===== config.mk =====
export PLATFORM = sky130hd
export DESIGN_NAME = fpu_arbiter
export DESIGN_NICKNAME = d
export VERILOG_FILES = /design/src/rtl/fpu_pkg.sv /design/src/rtl/rr_arbiter.sv /design/src/rtl/fpu_arbiter.sv
export SDC_FILE = /design/constraint.sdc
export NUM_CORES = 1
export LEC_CHECK = 0
export BUFFER_PORTS_ARGS = -buffer_cell sky130_fd_sc_hd__clkbuf_2
export CAP_MARGIN = 10
export CORE_AREA = 5 5 158 160
export CTS_CLUSTER_DIAMETER = 150
export CTS_CLUSTER_SIZE = 30
export DETAILED_ROUTE_END_ITERATION = 10
export DIE_AREA = 0 0 163 165
export PLACE_DENSITY = 0.55
export SETUP_SLACK_MARGIN = 0.02
export SYNTH_ARGS = -nofsm -noshare
export SYNTH_HDL_FRONTEND = slang
export SYNTH_SLANG_ARGS = --single-unit

===== constraint.sdc =====
create_clock -name clk -period 5.3 [get_ports clk]
set_clock_uncertainty 0.2 [all_clocks]
set_input_delay 0.53 -clock clk [delete_from_list [all_inputs] [get_ports clk]]
set_output_delay 0.53 -clock clk [all_outputs]
set_load 0.05 [all_outputs]

===== src/rtl/fpu_pkg.sv =====
// Shared definitions for the floating-point datapath arbiter: ALU op codes,
// FSM state type, data width and the result returned on a timeout.
package fpu_pkg;

    localparam int unsigned DATA_W = 32;

    localparam logic [1:0] ALU_ADD = 2'b00;
    localparam logic [1:0] ALU_SUB = 2'b01;
    localparam logic [1:0] ALU_MUL = 2'b10;
    localparam logic [1:0] ALU_DIV = 2'b11;

    localparam logic [DATA_W-1:0] TIMEOUT_RESULT = '0;

    typedef enum logic [1:0] {
        StIdle,
        StIssue,
        StWait,
        StResp
    } arb_state_e;

endpackage


===== src/rtl/rr_arbiter.sv =====
// Combinational round-robin arbiter: searches upward from ptr_i+1 (with wrap)
// and grants the first active request as a one-hot vector plus its index.
module rr_arbiter #(
    parameter int unsigned NUM_REQ = 4,
    localparam int unsigned IdxW = (NUM_REQ > 1) ? $clog2(NUM_REQ) : 1
) (
    input  logic [NUM_REQ-1:0] req_i,
    input  logic [IdxW-1:0]    ptr_i,
    output logic [NUM_REQ-1:0] gnt_o,
    output logic [IdxW-1:0]    gnt_idx_o,
    output logic               any_o
);

    logic [IdxW-1:0] idx;

    always_comb begin
        gnt_o     = '0;
        gnt_idx_o = '0;
        any_o     = 1'b0;
        idx       = '0;
        for (int unsigned k = 1; k <= NUM_REQ; k++) begin
            idx = IdxW'((32'(ptr_i) + k) % NUM_REQ);
            if (!any_o && req_i[idx]) begin
                gnt_o[idx] = 1'b1;
                gnt_idx_o  = idx;
                any_o      = 1'b1;
            end
        end
    end

endmodule


===== src/rtl/fpu_arbiter.sv =====
// Shares one floating-point datapath among NUM_REQ requesters with round-robin
// arbitration. Optional WAIT-state timeout is enabled by FPU_ARB_TIMEOUT_EN.
module fpu_arbiter
    import fpu_pkg::*;
#(
    parameter int unsigned NUM_REQ        = 4,
    parameter int unsigned TIMEOUT_CYCLES = 64
) (
    input  logic                      clk,
    input  logic                      rst,
    input  logic [NUM_REQ-1:0]        req_valid,
    output logic [NUM_REQ-1:0]        req_ready,
    input  logic [2*NUM_REQ-1:0]      req_op,
    input  logic [DATA_W*NUM_REQ-1:0] req_a,
    input  logic [DATA_W*NUM_REQ-1:0] req_b,
    output logic [NUM_REQ-1:0]        resp_valid,
    input  logic [NUM_REQ-1:0]        resp_ready,
    output logic [DATA_W-1:0]         resp_result,
    output logic                      resp_error,
    output logic                      dp_start,
    output logic [1:0]                dp_alu_control,
    output logic [DATA_W-1:0]         dp_a,
    output logic [DATA_W-1:0]         dp_b,
    input  logic [DATA_W-1:0]         dp_result,
    input  logic                      dp_done
);

    localparam int unsigned IdxW = (NUM_REQ > 1) ? $clog2(NUM_REQ) : 1;
    localparam logic [NUM_REQ-1:0] ReqOne = NUM_REQ'(1);

    if (NUM_REQ < 2 || NUM_REQ > 8 || TIMEOUT_CYCLES < 1) begin : gen_param_check
        $error("fpu_arbiter: NUM_REQ must be 2..8 and TIMEOUT_CYCLES at least 1");
    end

    arb_state_e          state_q;
    logic [IdxW-1:0]     owner_q;
    logic [IdxW-1:0]     rr_ptr_q;
    logic                dp_start_q;
    logic [1:0]          dp_op_q;
    logic [DATA_W-1:0]   dp_a_q;
    logic [DATA_W-1:0]   dp_b_q;
    logic [NUM_REQ-1:0]  resp_valid_q;
    logic [DATA_W-1:0]   resp_result_q;
    logic                resp_error_q;

`ifdef FPU_ARB_TIMEOUT_EN
    localparam int unsigned CntW = $clog2(TIMEOUT_CYCLES) + 1;
    logic [CntW-1:0] tmo_cnt_q;
`endif

    logic [NUM_REQ-1:0] gnt;
    logic [IdxW-1:0]    gnt_idx;
    logic               gnt_any;

    logic [1:0]        op_arr [NUM_REQ];
    logic [DATA_W-1:0] a_arr  [NUM_REQ];
    logic [DATA_W-1:0] b_arr  [NUM_REQ];

    for (genvar g = 0; g < NUM_REQ; g++) begin : gen_unpack
        assign op_arr[g] = req_op[2*g +: 2];
        assign a_arr[g]  = req_a[DATA_W*g +: DATA_W];
        assign b_arr[g]  = req_b[DATA_W*g +: DATA_W];
    end

    rr_arbiter #(
        .NUM_REQ (NUM_REQ)
    ) u_rr_arbiter (
        .req_i     (req_valid),
        .ptr_i     (rr_ptr_q),
        .gnt_o     (gnt),
        .gnt_idx_o (gnt_idx),
        .any_o     (gnt_any)
    );

    // Grants are only visible while idle; acceptance happens on the same edge.
    assign req_ready = (state_q == StIdle) ? gnt : '0;

    always_ff @(posedge clk) begin
        if (rst) begin
            state_q       <= StIdle;
            owner_q       <= '0;
            rr_ptr_q      <= IdxW'(NUM_REQ - 1);
            dp_start_q    <= 1'b0;
            dp_op_q       <= '0;
            dp_a_q        <= '0;
            dp_b_q        <= '0;
            resp_valid_q  <= '0;
            resp_result_q <= '0;
            resp_error_q  <= 1'b0;
`ifdef FPU_ARB_TIMEOUT_EN
            tmo_cnt_q     <= '0;
`endif
        end else begin
            case (state_q)
                StIdle: begin
                    if (gnt_any) begin
                        dp_op_q    <= op_arr[gnt_idx];
                        dp_a_q     <= a_arr[gnt_idx];
                        dp_b_q     <= b_arr[gnt_idx];
                        owner_q    <= gnt_idx;
                        dp_start_q <= 1'b1;
                        state_q    <= StIssue;
                    end
                end
                StIssue: begin
                    dp_start_q <= 1'b0;
`ifdef FPU_ARB_TIMEOUT_EN
                    tmo_cnt_q  <= '0;
`endif
                    state_q    <= StWait;
                end
                StWait: begin
                    // A done on the limit cycle still returns the real result.
                    if (dp_done) begin
                        resp_result_q <= dp_result;
                        resp_error_q  <= 1'b0;
                        resp_valid_q  <= ReqOne << owner_q;
                        state_q       <= StResp;
                    end
`ifdef FPU_ARB_TIMEOUT_EN
                    else if (tmo_cnt_q == CntW'(TIMEOUT_CYCLES - 1)) begin
                        resp_result_q <= TIMEOUT_RESULT;
                        resp_error_q  <= 1'b1;
                        resp_valid_q  <= ReqOne << owner_q;
                        state_q       <= StResp;
                    end else begin
                        tmo_cnt_q <= tmo_cnt_q + 1'b1;
                    end
`endif
                end
                StResp: begin
                    if (resp_ready[owner_q]) begin
                        resp_valid_q <= '0;
                        rr_ptr_q     <= owner_q;
                        state_q      <= StIdle;
                    end
                end
                default: state_q <= StIdle;
            endcase
        end
    end

    assign dp_start       = dp_start_q;
    assign dp_alu_control = dp_op_q;
    assign dp_a           = dp_a_q;
    assign dp_b           = dp_b_q;
    assign resp_valid     = resp_valid_q;
    assign resp_result    = resp_result_q;
    assign resp_error     = resp_error_q;

endmodule


Word level (Yosys, flattened, before mapping)
Index checks and enable logic that the tools add are counted.
Widths: inputs -> output; s select.

word-level totals
  memories kept = 0
  bits in read-only memories = 0
  output and inout bits = 108
  register bits after elaboration = 109
  bits in latches = 0
  RAM bits = 0

operators by class
  muxes and demuxes = 49
  add/subtract/negate cells = 4
  shift-type cells = 1
  equal/unequal tests = 6
  multipliers = 0
  bitwise operators = 4
  order comparisons = 10
  reductions and logical operators = 19
  div/mod/pow operators = 0

operator list
  operator             count
  $bmux 32 s2          2
  $mux 32              4
  $mux 4               7
  $mux 2               9
  $lt 2x3->1 const B   5
  $mux 1               14
  $or 4x4->4           3
  $bmux 1 s2           5
  $demux 1 s2          4
  $ge 2x1->1 const B   4
  $pmux 2 s4           1
  $pmux 4 s2           1
  $reduce_and 2->1     4
  $logic_and 1x1->1    7
  $ne 2x2->1 const B   3
  $reduce_and 3->1     2
  $add 2x1->2 const B  2
  $add 2x2->2 const B  2
  $bmux 2 s2           1
  $eq 2x2->1 const B   2
  $reduce_bool 2->1    2
  $shl 1x2->4 const A  1
  $ge 3x3->1 const B   1
  $logic_not 1->1      3
  4 further kinds      4

Depth between registers and ports, before layout
  depth after elaboration = 17
  depth in mapped cells = 13

By module
From an unflattened synthesis, not the netlist that was laid out.

unflattened totals
  cells, all modules = 668
  area total of the unflattened synthesis = 6,242.2 µm²

modules (own cells, without submodules)
  module       area each (µm²)  instances  cells an instance
  fpu_arbiter  5,612.9          1          582
  rr_arbiter   629.4            1          86

Worst setup path after synthesis
No wires, ideal clock.

  kind = reg-to-output
  start = register rr_ptr_q[0]
  end = output port req_ready[0]
  stages on the path, launching flop included = 11
  required time = 4.570 ns
  arrival time = 3.094 ns
  path slack = 1.476 ns
  cells stage by stage = dfxtp_1 -> buf_6 -> inv_1 -> ha_1 -> clkbuf_1 -> mux4_2 -> buf_6 -> or2_4 -> nor3b_1 -> a221oi_1 -> nor2_1

on the way
  word-level cells in the longest chain between the ends = 14

RTL lines
  what                                                 line                text
  start: declaration                                   fpu_arbiter.sv:37   logic [IdxW-1:0] rr_ptr_q;
  start signal: assignment                             fpu_arbiter.sv:82   rr_ptr_q <= IdxW'(NUM_REQ - 1);
  start signal: assignment                             fpu_arbiter.sv:134  rr_ptr_q <= owner_q;
  branches (longest 12 deep; another with $lt 2x3->1)  n/a
  $mux 4 (*)                                           rr_arbiter.sv:23    if (!any_o && req_i[idx]) begin
  $mux 4 (*)                                           fpu_arbiter.sv:76   assign req_ready = (state_q == StIdle) ? gnt : '0;
  end: declaration                                     fpu_arbiter.sv:12   output logic [NUM_REQ-1:0] req_ready,

Mark *: on every way between the ends. The select of a mux whose other input is x is not followed.

Worst setup path in the final report
  start = register rr_ptr_q[0]
  end = output port req_ready[2]

Same word-level chain as after synthesis.

==> flow_summary_export.csv <==
group,metric,value,unit
place,place_hpwl,20.4,mm
drt,drt_iter0_markers,345,
floorplanning,rows,56,
critical_path,cp_cell_sequence,"inv_1 -> ha_1 -> mux4_2 -> or2_4 -> nor3b_1 -> a221oi_1 -> nor2_1 -> clkbuf_2",
power_and_ir_drop,leakage,4.67,nW
critical_path,r2r-start,"rr_ptr_q[0]",
layout,layout_commonest_cell,"clkbuf_2",
clocking,cts_buffer_depth,2,
global_routing,grt.overflow.total,0,
clocking,clock-sinks,109,
drt,wl_met2,13.3,mm
critical_path,arrival,3700,ps
logic_synthesis,synth_top_family_by_area,"compound AO/OA/AOI/OAI gates",
min_path,worstHoldPathType,"in2reg",
logic_synthesis,synth.area.mux_share,12.0,%
clocking,path_clk_slew,90,ps
logic_synthesis,synth_edf_count,0,
layout,mostFrequentLayoutCells,"413 x clkbuf_2, 138 x nand2_1, 109 x dfxtp_1",
global_routing,grt_pass1_wl,39.8,mm
logic_synthesis,synth_xor_area_share,0,%
run,cap_viol_max_count,0,
sta,setup_violations,0,
clocking,cts_resized,0,
power_and_ir_drop,total_power,4.74,mW
critical_path,critPathMaxStageDelay,650,ps
logic_synthesis,postSynthCellCount,786,
layout,fill_cells,2452,
sta,worst_pin_slew,1150,ps
global_routing,antenna_found_initial,0,
power_and_ir_drop,ir_worst_vdd,0.000270,V
drt,met1Wirelength,11.0,mm
drt,wl_per_cell,18.3,um
sta,maxSlewViolCount,0,
logic_synthesis,synth_area,6890,um2
floorplanning,io_pins,415,
global_routing,grt_pass1_vias,7108,
clocking,cts_tree,"yes",
clocking,cts_setup_buffers,0,
status,status,"complete, no violations",
logic_synthesis,async_flop_share,0,%
min_path,hold_end,"resp_result[30]",
logic_synthesis,synth-seq-area-share,31.7,%
layout,final_core_utilization,40.5,%
sta,fin_crit_sh,83.5,%
drt,wl,26.8,mm
layout,n_antenna_cell,0,
place,place.port_buffers,413,
sta,final.min_clock_period,4430,ps
logic_synthesis,synth_compound_area_share,30.0,%
critical_path,cp-start-kind,"flip-flop",
logic_synthesis,synthAdderAreaFrac,2.18,%
critical_path,crit_fanout,12,
clocking,ctsHoldBuffers,0,
sta,rsz0062_at_grt,"false",
critical_path,reg2reg_depth,9,
floorplanning,coreArea,23300,um2
global_routing,grt_usage,18.8,%
layout,drive_gt1_share,43.9,%
power_and_ir_drop,power_density,504,nW/um2
floorplanning,die_w,163,um
drt,dr.pass1.iters,4,
sta,fmax,226,MHz
clocking,h-tree-depth,3,
place,place_congestion,0.813,
layout,seq_area,2180,um2
critical_path,crit_required,4570,ps
layout,multiInputGateArea,4280,um2
sta,tns,0,ps
min_path,hold_depth,3,
critical_path,endpoint_kind,"primary output",
critical_path,r2r_setup_slack,1240,ps
logic_synthesis,synth_nets,1105,
logic_synthesis,synth_ff_type,"dfxtp_1",
critical_path,critPathKind,"reg2out",
min_path,hp-start,"dp_result[30]",
drt,drc,0,
drt,met3_length,1.94,mm
sta,slew_headroom,23.1,%
clocking,worstSkewPairLatency,350,ps
floorplanning,die_area,26900,um2
sta,finalHoldViolCount,0,
clocking,root_buffer,"clkbuf_16",
critical_path,slowest_stage,"dfxtp_1",
floorplanning,start_util,29.6,%
drt,vias,7221,
logic_synthesis,avgSynthCellArea,8.77,um2
logic_synthesis,synth_cell_type_count,42,
drt,ant_nets,0,
layout,area_growth,36.7,%
logic_synthesis,yosys.area_share.simple,17.2,%
drt,via_per_inst,4.93,
clocking,cts_buffers,9,
layout,nets,1461,
global_routing,grt_max_degree,134,
critical_path,r2r_end,"dp_a[30]",
place,preCtsSetupSlack,1220,ps
sta,fin_ws,874,ps
drt,top_layer,"met4",
sta,holdWs,182,ps
floorplanning,die_h,165,um
logic_synthesis,yosys_warnings,0,
logic_synthesis,ys_ff_latch,109,
## kinds of logic (layout without fill, tap and decap cells)
logic type | after synthesis | in the layout
other | 1 | 1
muxes | 76 | 76
buffers and inverters | 86 | 447
AOI/OAI and AO/OA | 259 | 259
adders and majority gates | 12 | 12
and+or+nand+nor | 243 | 243
DFF | 109 | 109
## sequential cells by signal, indices dropped and copies added, names as in the netlist
register,count
dp_a,32
dp_alu_control,2
dp_b,32
dp_start,1
owner_q,2
resp_result,32
resp_valid,4
rr_ptr_q,2
state_q,2
## power by group
group / internal, mW / leakage [nW] / switching, mW
sequential: 1.10 / 0.893 / 0.178
combinational: 0.813 / 3.64 / 1.96
clock: 0.332 / 0.138 / 0.358
## synthesized netlist by cell type, types with 2 or more instances
| cell | n | share of area (%) |
|---|---|---|
| ha_1 | 12 | 2.2 |
| nor4_4 | 2 | 0.62 |
| mux2i_1 | 69 | 10 |
| a21boi_0 | 66 | 7.2 |
| dfxtp_1 | 109 | 32 |
| mux4_2 | 5 | 1.6 |
| nor2b_1 | 2 | 0.18 |
| o21ai_2 | 2 | 0.25 |
| nor3_1 | 2 | 0.15 |
| a221oi_1 | 4 | 0.51 |
| a211oi_1 | 3 | 0.33 |
| buf_6 | 7 | 1.1 |
| clkbuf_1 | 45 | 2.5 |
| nand2_1 | 138 | 7.5 |
| o211ai_2 | 40 | 7.3 |
| a22oi_1 | 4 | 0.44 |
| a311o_1 | 2 | 0.29 |
| buf_8 | 5 | 1.1 |
| o211ai_1 | 93 | 10 |
| nor2_1 | 17 | 0.93 |
| buf_2 | 19 | 1.4 |
| and2_1 | 2 | 0.18 |
| buf_4 | 5 | 0.54 |
| nand2b_1 | 3 | 0.27 |
| a21oi_1 | 41 | 3.0 |
| inv_1 | 5 | 0.27 |
| or4b_2 | 2 | 0.29 |
| and3_1 | 67 | 6.1 |
| mux2_2 | 2 | 0.33 |
## per-layer routing
metal,global-route usage (%),vias to the layer above
met2,32.6,282
met4,5.68,0
li1,-,3594
met5,0,-
met3,4.12,26
met1,23.3,3319
## worst max-delay path: cells and delay by family (launching register included)
kind                     cells  cell delay (ps)
AO/OA/AOI/OAI                1              150
adder cells (fa/ha/maj)      1              550
buffers and inverters        2              580
flip-flops                   1              650
multiplexers                 1              490
AND/OR/NAND/NOR              3              920
## how the worst max path moves through the flow
stage                startpoint      endpoint  cells past startpoint
finish              rr_ptr_q[0]  req_ready[2]                      8
global route        rr_ptr_q[0]  req_ready[0]                      8
CTS                 rr_ptr_q[0]  req_ready[2]                      8
detailed placement  rr_ptr_q[0]      dp_a[30]                      9
global placement    rr_ptr_q[0]  req_ready[0]                      8
floorplan           rr_ptr_q[0]  req_ready[0]                     10
## stage by stage
stage / cells / instance area (um2)
after floorplan: 786 / 6890
after global placement: 1449 / 9100
final: 1466 / 9420
after detailed placement: 1449 / 9100
after CTS: 1465 / 9390
after global routing: 1466 / 9420
## area by class of cell
cell class	instances	share of cell area, %
Timing Repair Buffer	426	23.9
Clock inverter	7	0.704
Multi-Input combinational cell	591	45.5
Sequential cell	109	23.2
Tap cell	319	4.24
Inverter	5	0.199
Clock buffer	9	2.39
(Power assumes the default switching activity.)
